`config.mk`:
```
export PLATFORM = sky130hd
export DESIGN_NAME = bw_io_ddr_lane_rdq
export DESIGN_NICKNAME = d
export VERILOG_FILES = /design/src/rtl/bw_io_ddr_lane_rdq.sv
export SDC_FILE = /design/constraint.sdc
export NUM_CORES = 1
export LEC_CHECK = 0
export ABC_AREA = 1
export BUFFER_PORTS_ARGS = -buffer_cell sky130_fd_sc_hd__buf_2
export CORE_ASPECT_RATIO = 2
export CORE_UTILIZATION = 30
export CTS_BUF_LIST = sky130_fd_sc_hd__clkbuf_2 sky130_fd_sc_hd__clkbuf_4 sky130_fd_sc_hd__clkbuf_8
export DETAILED_ROUTE_END_ITERATION = 10
export SKIP_LAST_GASP = 1
export SYNTH_ARGS = -nofsm -noshare
export SYNTH_HDL_FRONTEND = slang
export SYNTH_SLANG_ARGS = --single-unit
```
`constraint.sdc`:
```
create_clock -name rclk -period 5.4 [get_ports rclk]
set_input_delay 0.27 -clock rclk [delete_from_list [all_inputs] [get_ports rclk]]
set_output_delay 0.27 -clock rclk [all_outputs]
set_load 0.05 [all_outputs]
```
`src/rtl/bw_io_ddr_lane_rdq.sv`:
```
// DDR read-capture queue: per-lane FIFOs popped in lock-step by a BL4/BL8 burst FSM.
// Optional feature macro: DDR_LANE_ERRCNT_EN adds a saturating drop/timeout counter err_cnt.
module bw_io_ddr_lane_rdq #(
  parameter int unsigned NLANES  = 4,
  parameter int unsigned DQ_W    = 4,
  parameter int unsigned DEPTH   = 4,
  parameter int unsigned TMO_CYC = 64
) (
  input  logic                     rclk,
  input  logic                     rst,
  input  logic [NLANES-1:0]        lane_en,
  input  logic [NLANES-1:0]        lane_vld,
  input  logic [NLANES*DQ_W-1:0]   lane_data_pos,
  input  logic [NLANES*DQ_W-1:0]   lane_data_neg,
  input  logic                     burst_length_four,
  input  logic                     rd_start,
  output logic                     out_vld,
  output logic [NLANES*DQ_W-1:0]   out_data_pos,
  output logic [NLANES*DQ_W-1:0]   out_data_neg,
  output logic                     burst_done,
  output logic                     rd_timeout,
  output logic [NLANES-1:0]        lane_ovf,
`ifdef DDR_LANE_ERRCNT_EN
  output logic [7:0]               err_cnt,
`endif
  output logic                     busy
);

  localparam int unsigned AW = $clog2(DEPTH);
  localparam int unsigned PW = AW + 1;
  localparam int unsigned TW = $clog2(TMO_CYC + 1);
  localparam int unsigned DW = NLANES * DQ_W;

  typedef enum logic [1:0] {IDLE, BURST, FLUSH} state_e;

  state_e                    state_q, state_d;
  logic [2:0]                beats_q, beats_d;
  logic [TW-1:0]             tmo_q, tmo_d;
  logic [NLANES-1:0][PW-1:0] wr_ptr_q, rd_ptr_q;
  logic [2*DQ_W-1:0]         mem_q [NLANES][DEPTH];
  logic                      out_vld_q, burst_done_q, rd_timeout_q, busy_q;
  logic [DW-1:0]             out_pos_q, out_neg_q, head_pos_c, head_neg_c;
  logic [NLANES-1:0]         lane_ovf_q;
  logic [NLANES-1:0]         full_c, empty_c, push_c, drop_c;
  logic                      pop_c, flush_c, tmo_fire_c, done_c;

  // FIFO status, lock-step pop, push/drop qualification and aligned head data
  always_comb begin
    full_c     = '0;
    empty_c    = '0;
    push_c     = '0;
    drop_c     = '0;
    head_pos_c = '0;
    head_neg_c = '0;
    for (int unsigned i = 0; i < NLANES; i++) begin
      empty_c[i] = (wr_ptr_q[i] == rd_ptr_q[i]);
      full_c[i]  = (wr_ptr_q[i][PW-1] != rd_ptr_q[i][PW-1]) &&
                   (wr_ptr_q[i][AW-1:0] == rd_ptr_q[i][AW-1:0]);
    end
    pop_c = (state_q == BURST) && ((empty_c & lane_en) == '0);
    for (int unsigned i = 0; i < NLANES; i++) begin
      push_c[i] = lane_vld[i] && lane_en[i] && (!full_c[i] || pop_c) && (state_q != FLUSH);
      drop_c[i] = lane_vld[i] && lane_en[i] && full_c[i] && !pop_c && (state_q != FLUSH);
      if (lane_en[i]) begin
        head_pos_c[i*DQ_W +: DQ_W] = mem_q[i][rd_ptr_q[i][AW-1:0]][2*DQ_W-1:DQ_W];
        head_neg_c[i*DQ_W +: DQ_W] = mem_q[i][rd_ptr_q[i][AW-1:0]][DQ_W-1:0];
      end
    end
  end

  // Burst FSM next-state and strobes
  always_comb begin
    state_d    = state_q;
    beats_d    = beats_q;
    tmo_d      = tmo_q;
    tmo_fire_c = 1'b0;
    flush_c    = 1'b0;
    done_c     = 1'b0;
    case (state_q)
      IDLE: begin
        if (rd_start && (|lane_en)) begin
          state_d = BURST;
          beats_d = burst_length_four ? 3'd2 : 3'd4;
          tmo_d   = '0;
        end
      end
      BURST: begin
        if (pop_c) begin
          beats_d = beats_q - 3'd1;
          tmo_d   = '0;
          if (beats_q == 3'd1) begin
            state_d = IDLE;
            done_c  = 1'b1;
          end
        end else if (tmo_q >= TW'(TMO_CYC - 1)) begin
          state_d    = FLUSH;
          tmo_fire_c = 1'b1;
        end else begin
          tmo_d = (&tmo_q) ? tmo_q : tmo_q + TW'(1);
        end
      end
      FLUSH: begin
        flush_c = 1'b1;
        state_d = IDLE;
      end
      default: state_d = IDLE;
    endcase
  end

  always_ff @(posedge rclk) begin
    if (rst) begin
      state_q      <= IDLE;
      beats_q      <= '0;
      tmo_q        <= '0;
      wr_ptr_q     <= '0;
      rd_ptr_q     <= '0;
      out_vld_q    <= 1'b0;
      out_pos_q    <= '0;
      out_neg_q    <= '0;
      burst_done_q <= 1'b0;
      rd_timeout_q <= 1'b0;
      lane_ovf_q   <= '0;
      busy_q       <= 1'b0;
    end else begin
      state_q      <= state_d;
      beats_q      <= beats_d;
      tmo_q        <= tmo_d;
      out_vld_q    <= pop_c;
      burst_done_q <= done_c;
      rd_timeout_q <= tmo_fire_c;
      lane_ovf_q   <= lane_ovf_q | drop_c;
      busy_q       <= (state_d != IDLE);
      if (pop_c) begin
        out_pos_q <= head_pos_c;
        out_neg_q <= head_neg_c;
      end
      for (int unsigned i = 0; i < NLANES; i++) begin
        if (flush_c) begin
          wr_ptr_q[i] <= '0;
          rd_ptr_q[i] <= '0;
        end else begin
          if (push_c[i])            wr_ptr_q[i] <= wr_ptr_q[i] + PW'(1);
          if (pop_c && lane_en[i])  rd_ptr_q[i] <= rd_ptr_q[i] + PW'(1);
        end
      end
    end
  end

  // Storage needs no reset; pointers define validity
  always_ff @(posedge rclk) begin
    for (int unsigned i = 0; i < NLANES; i++) begin
      if (push_c[i]) begin
        mem_q[i][wr_ptr_q[i][AW-1:0]] <= {lane_data_pos[i*DQ_W +: DQ_W],
                                          lane_data_neg[i*DQ_W +: DQ_W]};
      end
    end
  end

`ifdef DDR_LANE_ERRCNT_EN
  logic [7:0] err_cnt_q;

  always_ff @(posedge rclk) begin
    if (rst) begin
      err_cnt_q <= '0;
    end else if (((|drop_c) || tmo_fire_c) && (err_cnt_q != 8'hFF)) begin
      err_cnt_q <= err_cnt_q + 8'd1;
    end
  end

  assign err_cnt = err_cnt_q;
`endif

  assign out_vld      = out_vld_q;
  assign out_data_pos = out_pos_q;
  assign out_data_neg = out_neg_q;
  assign burst_done   = burst_done_q;
  assign rd_timeout   = rd_timeout_q;
  assign lane_ovf     = lane_ovf_q;
  assign busy         = busy_q;

endmodule
```
Word-level counts from Yosys, hierarchy flattened
Memories as Yosys holds them, arrays and structs flattened.
Index checks and enable logic that the tools add are counted.
- reductions and logical operators: 58
- add/subtract/negate cells: 10
- $lt $le $gt $ge: 13
- bitwise operators: 12
- equal/unequal tests: 20
- mux-type cells: 53
- operators by type and width (operator ; count):
    $mux 32 ; 4
    $mux 8 ; 12
    $bmux 8 s2 ; 4
    $demux 8 s2 ; 4
    $logic_and 1x1->1 ; 38
    $mux 4 ; 8
    $mux 7 ; 4
    $add 3x1->3 const B ; 8
    $ge 3x3->1 const B ; 8
    $not 2->3 ; 8
    $pmux 7 s2 ; 1
    $eq 3x3->1 ; 4
    $lt 3x1->1 const B ; 4
    $mux 3 ; 3
    $eq 2x2->1 ; 4
    $mux 2 ; 4
    $add 7x1->7 const B ; 1
    $ge 7x6->1 const B ; 1
    $mux 1 ; 7
    $reduce_and 7->1 ; 1
    $ne 2x2->1 const B ; 3
    $ne 3x3->1 const B ; 2
    $pmux 3 s2 ; 1
    $reduce_or 3->1 ; 2
    other kinds (18) ; 30
- memories kept: 1
- input bits: 44
- bits in registers: 76
- output and inout bits: 40
- word-level logic and storage cells: 185
- RAM bits: 128
- memories (memory ; depth ; bits a word ; rd ports ; clocked after memory_dff ; wr ports ; RTL line ; text):
    mem_q ; 4 ; 32 ; 4 ; 0 ; 4 ; 40 ; logic [2*DQ_W-1:0] mem_q [NLANES][DEPTH];

Logic depth before layout (Yosys ltp)
Gate-level depths: netlist of run 1.
- depth in word-level cells: 9
- gate-level depth with buffers: 14

Worst setup path after synthesis of run 1
Ideal clock, no wire load.
- path kind: register to register
- start point: register rd_ptr_q[9] (netlist name)
- end point: memory mem_q[0][10] (netlist name) (enable)
- path slack: 3.349 ns
- cell stages (with the launch flop): 13
- data required time: 5.029 ns
- arrival time: 1.680 ns
- setup time: 0.371 ns
- clock period less this slack: 2.051 ns
- path buffers: 1
- cell sequence: dfxtp_1 buf_6 inv_4 nand2_1 nand2_1 nor2_1 nand2_2 nand2_4 nor2_8 nand2_8 nand2_2 nand2_2 nor2_1
- RTL lines (item ; RTL line ; text):
    start, declared ; 39 ; logic [NLANES-1:0][PW-1:0] wr_ptr_q, rd_ptr_q;
    start signal, assigned by index ; 143 ; if (pop_c && lane_en[i]) rd_ptr_q[i] <= rd_ptr_q[i] + PW'(1);
    end, declared ; 40 ;

==> results of run 1 <==
[cell families after synthesis]
kind of cell / Yosys count / share of synthesized area
buf+inv: 99 / 0.05619
compound gates: 176 / 0.1093
flops: 204 / 0.6324
xor+xnor: 10 / 0.01032
fa+ha+maj: 23 / 0.03392
simple gates: 305 / 0.1579
[worst max-delay path: cells and delay by family, from the launching register on]
kind             cells  cell delay [ns]
DFF                  1             0.73
and+or+nand+nor     10             1.85
[worst max path at each step]
stage	start	end	slack, ns	cells past startpoint
after floorplan	rd_ptr_q[9]$_SDFFE_PP0P_	mem_q[0][10]$_DFFE_PP_	3.35	12
after global placement	rd_ptr_q[0]$_SDFFE_PP0P_	mem_q[0][7]$_DFFE_PP_	2.51	10
after detailed placement	rd_ptr_q[0]$_SDFFE_PP0P_	mem_q[3][29]$_DFFE_PP_	2.41	10
after CTS	rd_ptr_q[0]$_SDFFE_PP0P_	mem_q[0][4]$_DFFE_PP_	2.39	10
after global routing	rd_ptr_q[0]$_SDFFE_PP0P_	mem_q[1][4]$_DFFE_PP_	2.10	10
final	rd_ptr_q[0]$_SDFFE_PP0P_	mem_q[0][4]$_DFFE_PP_	2.42	10
[state kept, by name, indices dropped and copies added (netlist names)]
name / flops
state_q: 2
beats_q: 3
rd_timeout: 1
tmo_q: 7
mem_q: 128
out_data_neg: 16
wr_ptr_q: 12
busy: 1
burst_done: 1
out_vld: 1
out_data_pos: 16
rd_ptr_q: 12
lane_ovf: 4
[area by class of cell]
type | instances | area share
Sequential cell | 204 | 0.5284
Clock buffer | 35 | 0.04375
Timing Repair Buffer | 115 | 0.07246
Clock inverter | 13 | 0.02193
Multi-Input combinational cell | 514 | 0.2603
Tap cell | 352 | 0.04338
Inverter | 72 | 0.02957
Antenna cell | 1 | 0.0002465
[stage by stage]
stage / instance area [sq um] / utilization / worst slack, ns / power (W)
2_1_floorplan: 8484 / - / 3.349 / 0.001873
3_3_place_gp: 9164 / 0.3314 / 2.509 / 0.001952
3_5_place_dp: 9164 / 0.3314 / 2.411 / 0.001954
4_1_cts: 10150 / 0.3671 / 2.389 / 0.003384
5_1_grt: 10150 / 0.3672 / 2.101 / 0.003455
6_report: 10150 / 0.3672 / 2.417 / 0.003345
[power breakdown]
part | leakage [nW] | internal, W | total, W | switching (W)
registers | 1.78 | 0.00169 | 0.00171 | 0.0000220
clock network | 0.339 | 0.000829 | 0.00141 | 0.000582
logic | 1.73 | 0.0000727 | 0.000225 | 0.000153
[metal layers]
layer,share of wire,up-vias,global-route usage
li1,-,3022,-
met1,0.32,2857,0.1343
met2,0.59,150,0.3278
met3,0.032,70,0.01905
met4,0.062,0,0.1066
met5,0,-,0
[cell usage in the layout (no fill, tap or decap), types with 30 or more instances in the layout]
cell type      Yosys  final
nand2_1          138    138
edfxtp_1         128    128
nor2_1           108    108
buf_2              3     83
dfxtp_1           76     76
o21ai_0           74     74
a21oi_1           67     67
inv_1             59     59
o22ai_1           32     32
dlygate4sd3_1      0     32
nand3_1           30     30
==> results.cfg, run 1 <==
[global_route]
grt.overflow.total = 0
grt_pass1_vias = 6363
antenna_found_initial = 1
grt_pass1_wl_mm = 34.03
grt_max_degree = 45
grt_util_all_layers = 0.1588

[place]
placed_cells = 1225
place_hpwl_mm = 17.08
gp_congestion = 0.8774
portBuffers = 83

[sta]
whs_ns = 0.05530
layout_min_cycle_time_ns = 2.983
fin_crit_sh = 0.5524
worst_pin_slew_ns = 0.9345
fmaxAchievable_mhz = 335.3
rsz0062_at_grt = false
fin_setup_tns_ns = 0
hold_viol = 0
fin_worst_skew_ns = 0.01425
finalSetupViolCount = 0
maxSlewHeadroom = 0.3770
maxSlewViolCount = 0

[yosys]
syn_avg_cell_area_sq_um = 10.38
ys_seq_area_frac = 0.6324
async_reset_ff_frac = 0
synthTopCellsByArea = edfxtp_1 45%, dfxtp_1 18%, nand2_1 6.1%
synth_top_cells_by_count = 138 x nand2_1, 128 x edfxtp_1, 108 x nor2_1, 76 x dfxtp_1, 74 x o21ai_0
synth_ff_type = edfxtp_1
synth-edff-count = 128
yosysMostFrequentCell = nand2_1
synth_top_area_frac = 0.4530
yosysUniqueCellTypes = 33
yosysTopAreaCell = edfxtp_1
syn_area_sq_um = 8484
ys_warn_count = 0
ys_ff_latch = 204
synthesis.nets = 884
syn_inst = 817

[worst_setup_path]
crit_fanout = 44
worst_path_max_delay_cell = dfxtp_1
crit_arrival_ns = 3.17
slowest_delay_ns = 0.73
worstRegToRegCells = 10
r2r-start = rd_ptr_q[0]$_SDFFE_PP0P_
r2r_end = mem_q[0][4]$_DFFE_PP_
end_kind = register
ff2ff_setup_slack_ns = 2.42
path_cells = nand2_1, nand2_1, nor2_1, nand2_1, nand2_2, nor2_8, nand2_8, nand2_2, nand2_2, nor2_1
critPathLaunchType = register
cp.required_ns = 5.59
worst-setup-path-type = register to register

[final_layout]
instances_no_fill = 1306
multi_input_area_sq_um = 2643
finalNetCount = 1000
final.fill_count = 2737
drive_gt1_frac = 0.1689
area_growth_pct = 19.67
regArea_sq_um = 5365

[detailed_routing]
drc_errors = 0
drtAntennaViolNets = 0
drt_pass1_iterations = 4
wl_per_cell_um = 17.25
post_drt_via_cell_ratio = 4.670
drt_iter0_markers = 214
vias = 6099
finalWirelength_mm = 22.52

[min_path]
min_to = rd_ptr_q[10]$_SDFFE_PP0P_
hold_class = input port to register
min_from = lane_en[3]
whs_path_depth = 3

[power_and_ir_drop]
powerDensity_nw_per_um2 = 329.4
p_leak_nw = 3.844
peakVddDrop_mv = 0.1268

[clocking]
cts_made_buffers = 26
clk_pin_slew_worst_paths_ns = 0.08
cts_resized = 0
cts_sinks = 204
cts_setup_buffers = 0
hold_buffers = 32
cts_tree = built
cts.htree.levels = 1
cts_max_path_buffers = 3
root_buffer = clkbuf_8
insertion_delay_ns = 0.56

[floorplanning]
core_area_sq_um = 27650
rows = 86
initial_core_util = 0.3068
io-pin-count = 84
die_x_um = 120.9
dieArea_sq_um = 29000
die_h_um = 239.8

[job]
drv_cap = 0

[outcome]
status = finished, final reports clean
Note: power is estimated with default switching activity, not from simulation.
==> run 2: changes to the inputs <==
- clock period: 5.4 -> 3.05 ns (I/O delays scaled with it)
==> run 2 against run 1 <==
Via count rose by 0.98%. Worst hold slack got worse by 0.0098 ns. Register-to-register slack got worse by 1.9 ns. Critical endpoint is now mem_q[3][5]$_DFFE_PP_. Largest cell class unchanged. Largest power group unchanged.
==> results.cfg, run 2 (synthesis results as in run 1) <==
[final_layout]
layout_commonest_cell = nand2_1
largest_register_ffs = 128
final_cell_mix = 138 x nand2_1, 128 x edfxtp_1, 108 x nor2_1
area_growth_pct = 21.77
drive_gt1_frac = 0.1882
final.fill_count = 2707
finalNetCount = 1028

[job]
drv_cap = 0

[place]
post-place-ws_ns = 0.4604
portBuffers = 83
gp_congestion = 0.8233
place_hpwl_mm = 17.00

[worst_setup_path]
worst-setup-path-type = register to register
critPathLaunchType = register
crit_arrival_ns = 2.84
worstRegToRegCells = 11
ff2ff_setup_slack_ns = 0.49
cp.required_ns = 3.32
crit_fanout = 44
end_kind = register
r2r-start = rd_ptr_q[0]$_SDFFE_PP0P_
r2r_end = mem_q[3][5]$_DFFE_PP_

[sta]
layout_min_cycle_time_ns = 2.563
finalSetupViolCount = 0
rsz0062_at_grt = false
fmaxAchievable_mhz = 390.2
fin_worst_skew_ns = 0.01636
fin_setup_tns_ns = 0
maxSlewViolCount = 0
layout_setup_ws_ns = 0.4873
maxSlewHeadroom = 0.5858
fin_crit_sh = 0.8402
hold_viol = 0
worst_pin_slew_ns = 0.6204

[global_route]
grt.overflow.total = 0
grt_pass1_wl_mm = 33.98
antenna_found_initial = 2
grt_max_degree = 45
grt_util_all_layers = 0.1577
grt_pass1_vias = 6401

[detailed_routing]
drt_pass1_iterations = 5
drc_errors = 0
post_drt_via_cell_ratio = 4.610
drt_iter0_markers = 220
finalWirelength_mm = 22.20
drtAntennaViolNets = 0
wl_per_cell_um = 16.62
vias = 6159

[power_and_ir_drop]
p_leak_nw = 3.974
peakVddDrop_mv = 0.3028
powerDensity_nw_per_um2 = 559.6

[floorplanning]
core_area_sq_um = 27650
rows = 86
io-pin-count = 84
dieArea_sq_um = 29000
initial_core_util = 0.3068
die_x_um = 120.9
die_h_um = 239.8

[clocking]
cts_resized = 0
clk_pin_slew_worst_paths_ns = 0.07
cts_max_path_buffers = 3
cts_made_buffers = 28
cts.htree.levels = 1
cts_tree = built
cts_sinks = 204
insertion_delay_ns = 0.57
root_buffer = clkbuf_8

[min_path]
min_to = beats_q[1]$_SDFFE_PP0P_
min_from = burst_length_four
whs_path_depth = 5
hold_class = input port to register

[outcome]
status = finished, final reports clean
run 2: cell count changes in the layout (fill, tap and decap cells not counted), sizes merged:
| cell | delta |
|---|---|
| clkbuf | +4 |
| clkinvlp | -1 |
| bufinv | -3 |
| clkinv | +4 |
| dlygate4sd3 | +5 |
| buf | +21 |
run 2: power by group:
part | total [W] | internal, W | switching, W
clock network | 0.00234 | 0.00131 | 0.00103
registers | 0.00303 | 0.00299 | 0.0000385
logic | 0.000416 | 0.000143 | 0.000273
total | 0.00578 | 0.00444 | 0.00134
run 2: worst max-delay path by stage:
| stage | from | to | slack [ns] |
|---|---|---|---|
| 2_1_floorplan | rd_ptr_q[9]$_SDFFE_PP0P_ | mem_q[0][24]$_DFFE_PP_ | 1.0 |
| 3_3_place_gp | rd_ptr_q[9]$_SDFFE_PP0P_ | mem_q[3][7]$_DFFE_PP_ | 0.52 |
| 3_5_place_dp | rd_ptr_q[9]$_SDFFE_PP0P_ | mem_q[0][23]$_DFFE_PP_ | 0.46 |
| 4_1_cts | rd_ptr_q[9]$_SDFFE_PP0P_ | mem_q[0][23]$_DFFE_PP_ | 0.45 |
| 5_1_grt | rd_ptr_q[0]$_SDFFE_PP0P_ | mem_q[3][8]$_DFFE_PP_ | 0.22 |
| 6_report | rd_ptr_q[0]$_SDFFE_PP0P_ | mem_q[3][5]$_DFFE_PP_ | 0.49 |
run 2: timing repair:
item | in CTS | in global routing
setup buffers | 0 | 0
hold buffers | 37 | 0
hold endpoints to repair | 142 | 0
run 2: cell type report:
type / instances / area [sq um] / area share
flip-flops and latches: 204 / 5365 / 0.5193
clock buffers: 39 / 493.0 / 0.04772
diodes: 1 / 2.502 / 0.0002422
well taps: 352 / 440.4 / 0.04263
inverters: 72 / 300.3 / 0.02907
repair buffers: 141 / 943.4 / 0.09132
multi-input cells: 514 / 2643 / 0.2558
clock inverters: 13 / 143.9 / 0.01393
run 2: stage by stage:
stage          total power, W  cell area [sq um]    util  cells  hold WS (ns)
6_report             0.005781              10330  0.3736   1336       0.04551
5_1_grt              0.005993              10330  0.3736   1336       0.05136
4_1_cts              0.005841              10330  0.3735   1335       0.01490
3_5_place_dp         0.003470               9321  0.3371   1246        0.4132
3_3_place_gp         0.003466               9321  0.3371   1246        0.4085
2_1_floorplan        0.003316               8484       -    817        0.2514
run 2: worst max-delay path, cell delays in order, from the launching register on:
cell	delay [ns]
dfxtp_1	0.72
nand2_1	0.11
nand2_1	0.11
nor2_1	0.05
nand2_1	0.07
nand2_2	0.09
nor2_8	0.23
nand2_8	0.26
nand2_2	0.18
nand2_2	0.13
nor2_1	0.13
buf_4	0.18
run 2: routing by layer:
layer / GRT usage / part of all wire / up-vias
met4: 0.09315 / 0.049 / 2
met5: 0 / 0.00059 / -
met1: 0.1325 / 0.32 / 2860
met3: 0.01833 / 0.029 / 72
met2: 0.3328 / 0.60 / 146
li1: - / - / 3079
==> run 3: changes to the inputs <==
- clock period: 3.05 -> 2.63 ns (I/O delays scaled with it)
==> run 3 against run 2 <==
Sequential power up 16%. Power up 13%. Cell area about the same. Utilization about the same. Wire length down 0.13%. Die area unchanged. First-iteration DRC count up 0.91%. Largest cell class unchanged. Critical path depth unchanged. Register-to-register slack worse by 0.15 ns.
==> results.cfg, run 3 (synthesis results as in run 1) <==
[power_and_ir_drop]
swShare = 0.2396
peakVddDrop_mv = 0.3285
p_int_w = 0.004977
p_leak_nw = 3.965
combPwrFrac = 0.076
p_seq_frac = 0.535
powerDensity_nw_per_um2 = 633.8
switchingPower_w = 0.001568
p_clk_frac = 0.390

[clocking]
clk_pin_slew_worst_paths_ns = 0.07
root_buffer = clkbuf_8
cts_sinks = 204
cts_resized = 0
cts_tree = built
cts.htree.levels = 1
insertion_delay_ns = 0.57
cts_made_buffers = 28
cts_max_path_buffers = 3

[worst_setup_path]
critPathLaunchType = register
crit_fanout = 22
worst-setup-path-type = register to register
crit_arrival_ns = 2.57
startpoint = rd_ptr_q[7]$_SDFFE_PP0P_
ff2ff_setup_slack_ns = 0.34
cp.required_ns = 2.91
endpoint = mem_q[2][25]$_DFFE_PP_
r2r-start = rd_ptr_q[7]$_SDFFE_PP0P_
worstRegToRegCells = 11
r2r_end = mem_q[2][25]$_DFFE_PP_
end_kind = register

[global_route]
grt_pass1_vias = 6395
grt.overflow.total = 0
grt_pass1_wl_mm = 33.68
grt_max_degree = 27
grt_util_all_layers = 0.1565
antenna_found_initial = 1

[outcome]
status = finished, final reports clean

[floorplanning]
core_area_sq_um = 27650
die_x_um = 120.9
rows = 86
initial_core_util = 0.3068
io-pin-count = 84
die_h_um = 239.8
dieArea_sq_um = 29000

[detailed_routing]
finalWirelength_mm = 22.17
post_drt_via_cell_ratio = 4.639
vias = 6221
drtAntennaViolNets = 0
drt_iter0_markers = 222
drt_pass1_iterations = 5
drc_errors = 0
wl_per_cell_um = 16.53

[min_path]
hold_class = input port to register

[sta]
maxSlewHeadroom = 0.5898
rsz0062_at_grt = false
maxSlewViolCount = 0
hold_viol = 0
layout_min_cycle_time_ns = 2.295
fin_crit_sh = 0.8725
fin_worst_skew_ns = 0.01195
fin_setup_tns_ns = 0
finalSetupViolCount = 0
worst_pin_slew_ns = 0.6096
fmaxAchievable_mhz = 435.8

[place]
portBuffers = 83
place_hpwl_mm = 16.82
gp_congestion = 0.8204

[final_layout]
finalNetCount = 1033
layout_commonest_cell = nand2_1
fin_util = 0.3735
largest_register_ffs = 128
final.fill_count = 2744
final_cell_mix = 138 x nand2_1, 128 x edfxtp_1, 108 x nor2_1
area_growth_pct = 21.72
drive_gt1_frac = 0.1842

[job]
drv_cap = 0
## run 3: through the flow
step | hold slack (ns) | total power [W] | cell area [sq um] | setup slack (ns) | instances
final | 0.03226 | 0.006545 | 10330 | 0.3353 | 1341
after detailed placement | 0.3791 | 0.004025 | 9344 | 0.3271 | 1249
after floorplan | 0.2304 | 0.003846 | 8484 | 0.5789 | 817
after global placement | 0.3882 | 0.004021 | 9344 | 0.3978 | 1249
after CTS | 0.008003 | 0.006625 | 10320 | 0.3129 | 1340
after global routing | 0.05245 | 0.006792 | 10330 | 0.1733 | 1341
## run 3: layout make-up
type                            instances  area, sq um  area share
Antenna cell                            1        2.502   0.0002423
Clock buffer                           34        455.4     0.04410
Clock inverter                         18        135.1     0.01308
Inverter                               72        300.3     0.02908
Multi-Input combinational cell        514         2643      0.2559
Sequential cell                       204         5365      0.5195
Tap cell                              352        440.4     0.04265
Timing Repair Buffer                  146        985.9     0.09547
## run 3: how the worst min path moves through the flow
stage / start / endpoint / slack (ns) / depth (start not counted)
2_1_floorplan: lane_data_neg[0] / mem_q[0][0]$_DFFE_PP_ / 0.23 / 0
3_3_place_gp: lane_data_neg[7] / mem_q[1][11]$_DFFE_PP_ / 0.39 / 1
3_5_place_dp: lane_data_neg[7] / mem_q[1][11]$_DFFE_PP_ / 0.38 / 1
4_1_cts: lane_vld[2] / wr_ptr_q[6]$_SDFFE_PP0P_ / 0.008 / 5
5_1_grt: lane_vld[2] / wr_ptr_q[8]$_SDFFE_PP0P_ / 0.05 / 5
6_report: lane_vld[2] / wr_ptr_q[6]$_SDFFE_PP0P_ / 0.03 / 5
## run 3: power groups by stage
stage | Clock, W | Combinational (W) | Sequential (W)
6_report | 0.00255 | 0.000494 | 0.00350
5_1_grt | 0.00274 | 0.000547 | 0.00350
4_1_cts | 0.00262 | 0.000502 | 0.00350
3_5_place_dp | 0 | 0.000456 | 0.00357
3_3_place_gp | 0 | 0.000451 | 0.00357
2_1_floorplan | 0 | 0.000255 | 0.00359
## run 3: worst max-delay path, cell delays in order (launching register included)
cell and delay [ns]:
dfxtp_1 0.57, nand2_1 0.10, nand2_1 0.09, nor2_1 0.06
nand2_2 0.07, nand2_4 0.07, nor2_8 0.24, nand2_8 0.18
nand2_2 0.14, nand2_2 0.11, nor2_1 0.17, buf_4 0.19
## run 3: layer usage
metal  track usage  vias up  wire, um
li1              -     3097         -
met1        0.1312     2906      7044
met2        0.3271      152     13200
met3       0.02000       66       756
met4       0.09727        0      1168
met5             0        -         0
## run 3: repair_timing
item	CTS	global route
hold buffers	39	0
buffers inserted	0	0
hold endpoints to repair	150	0
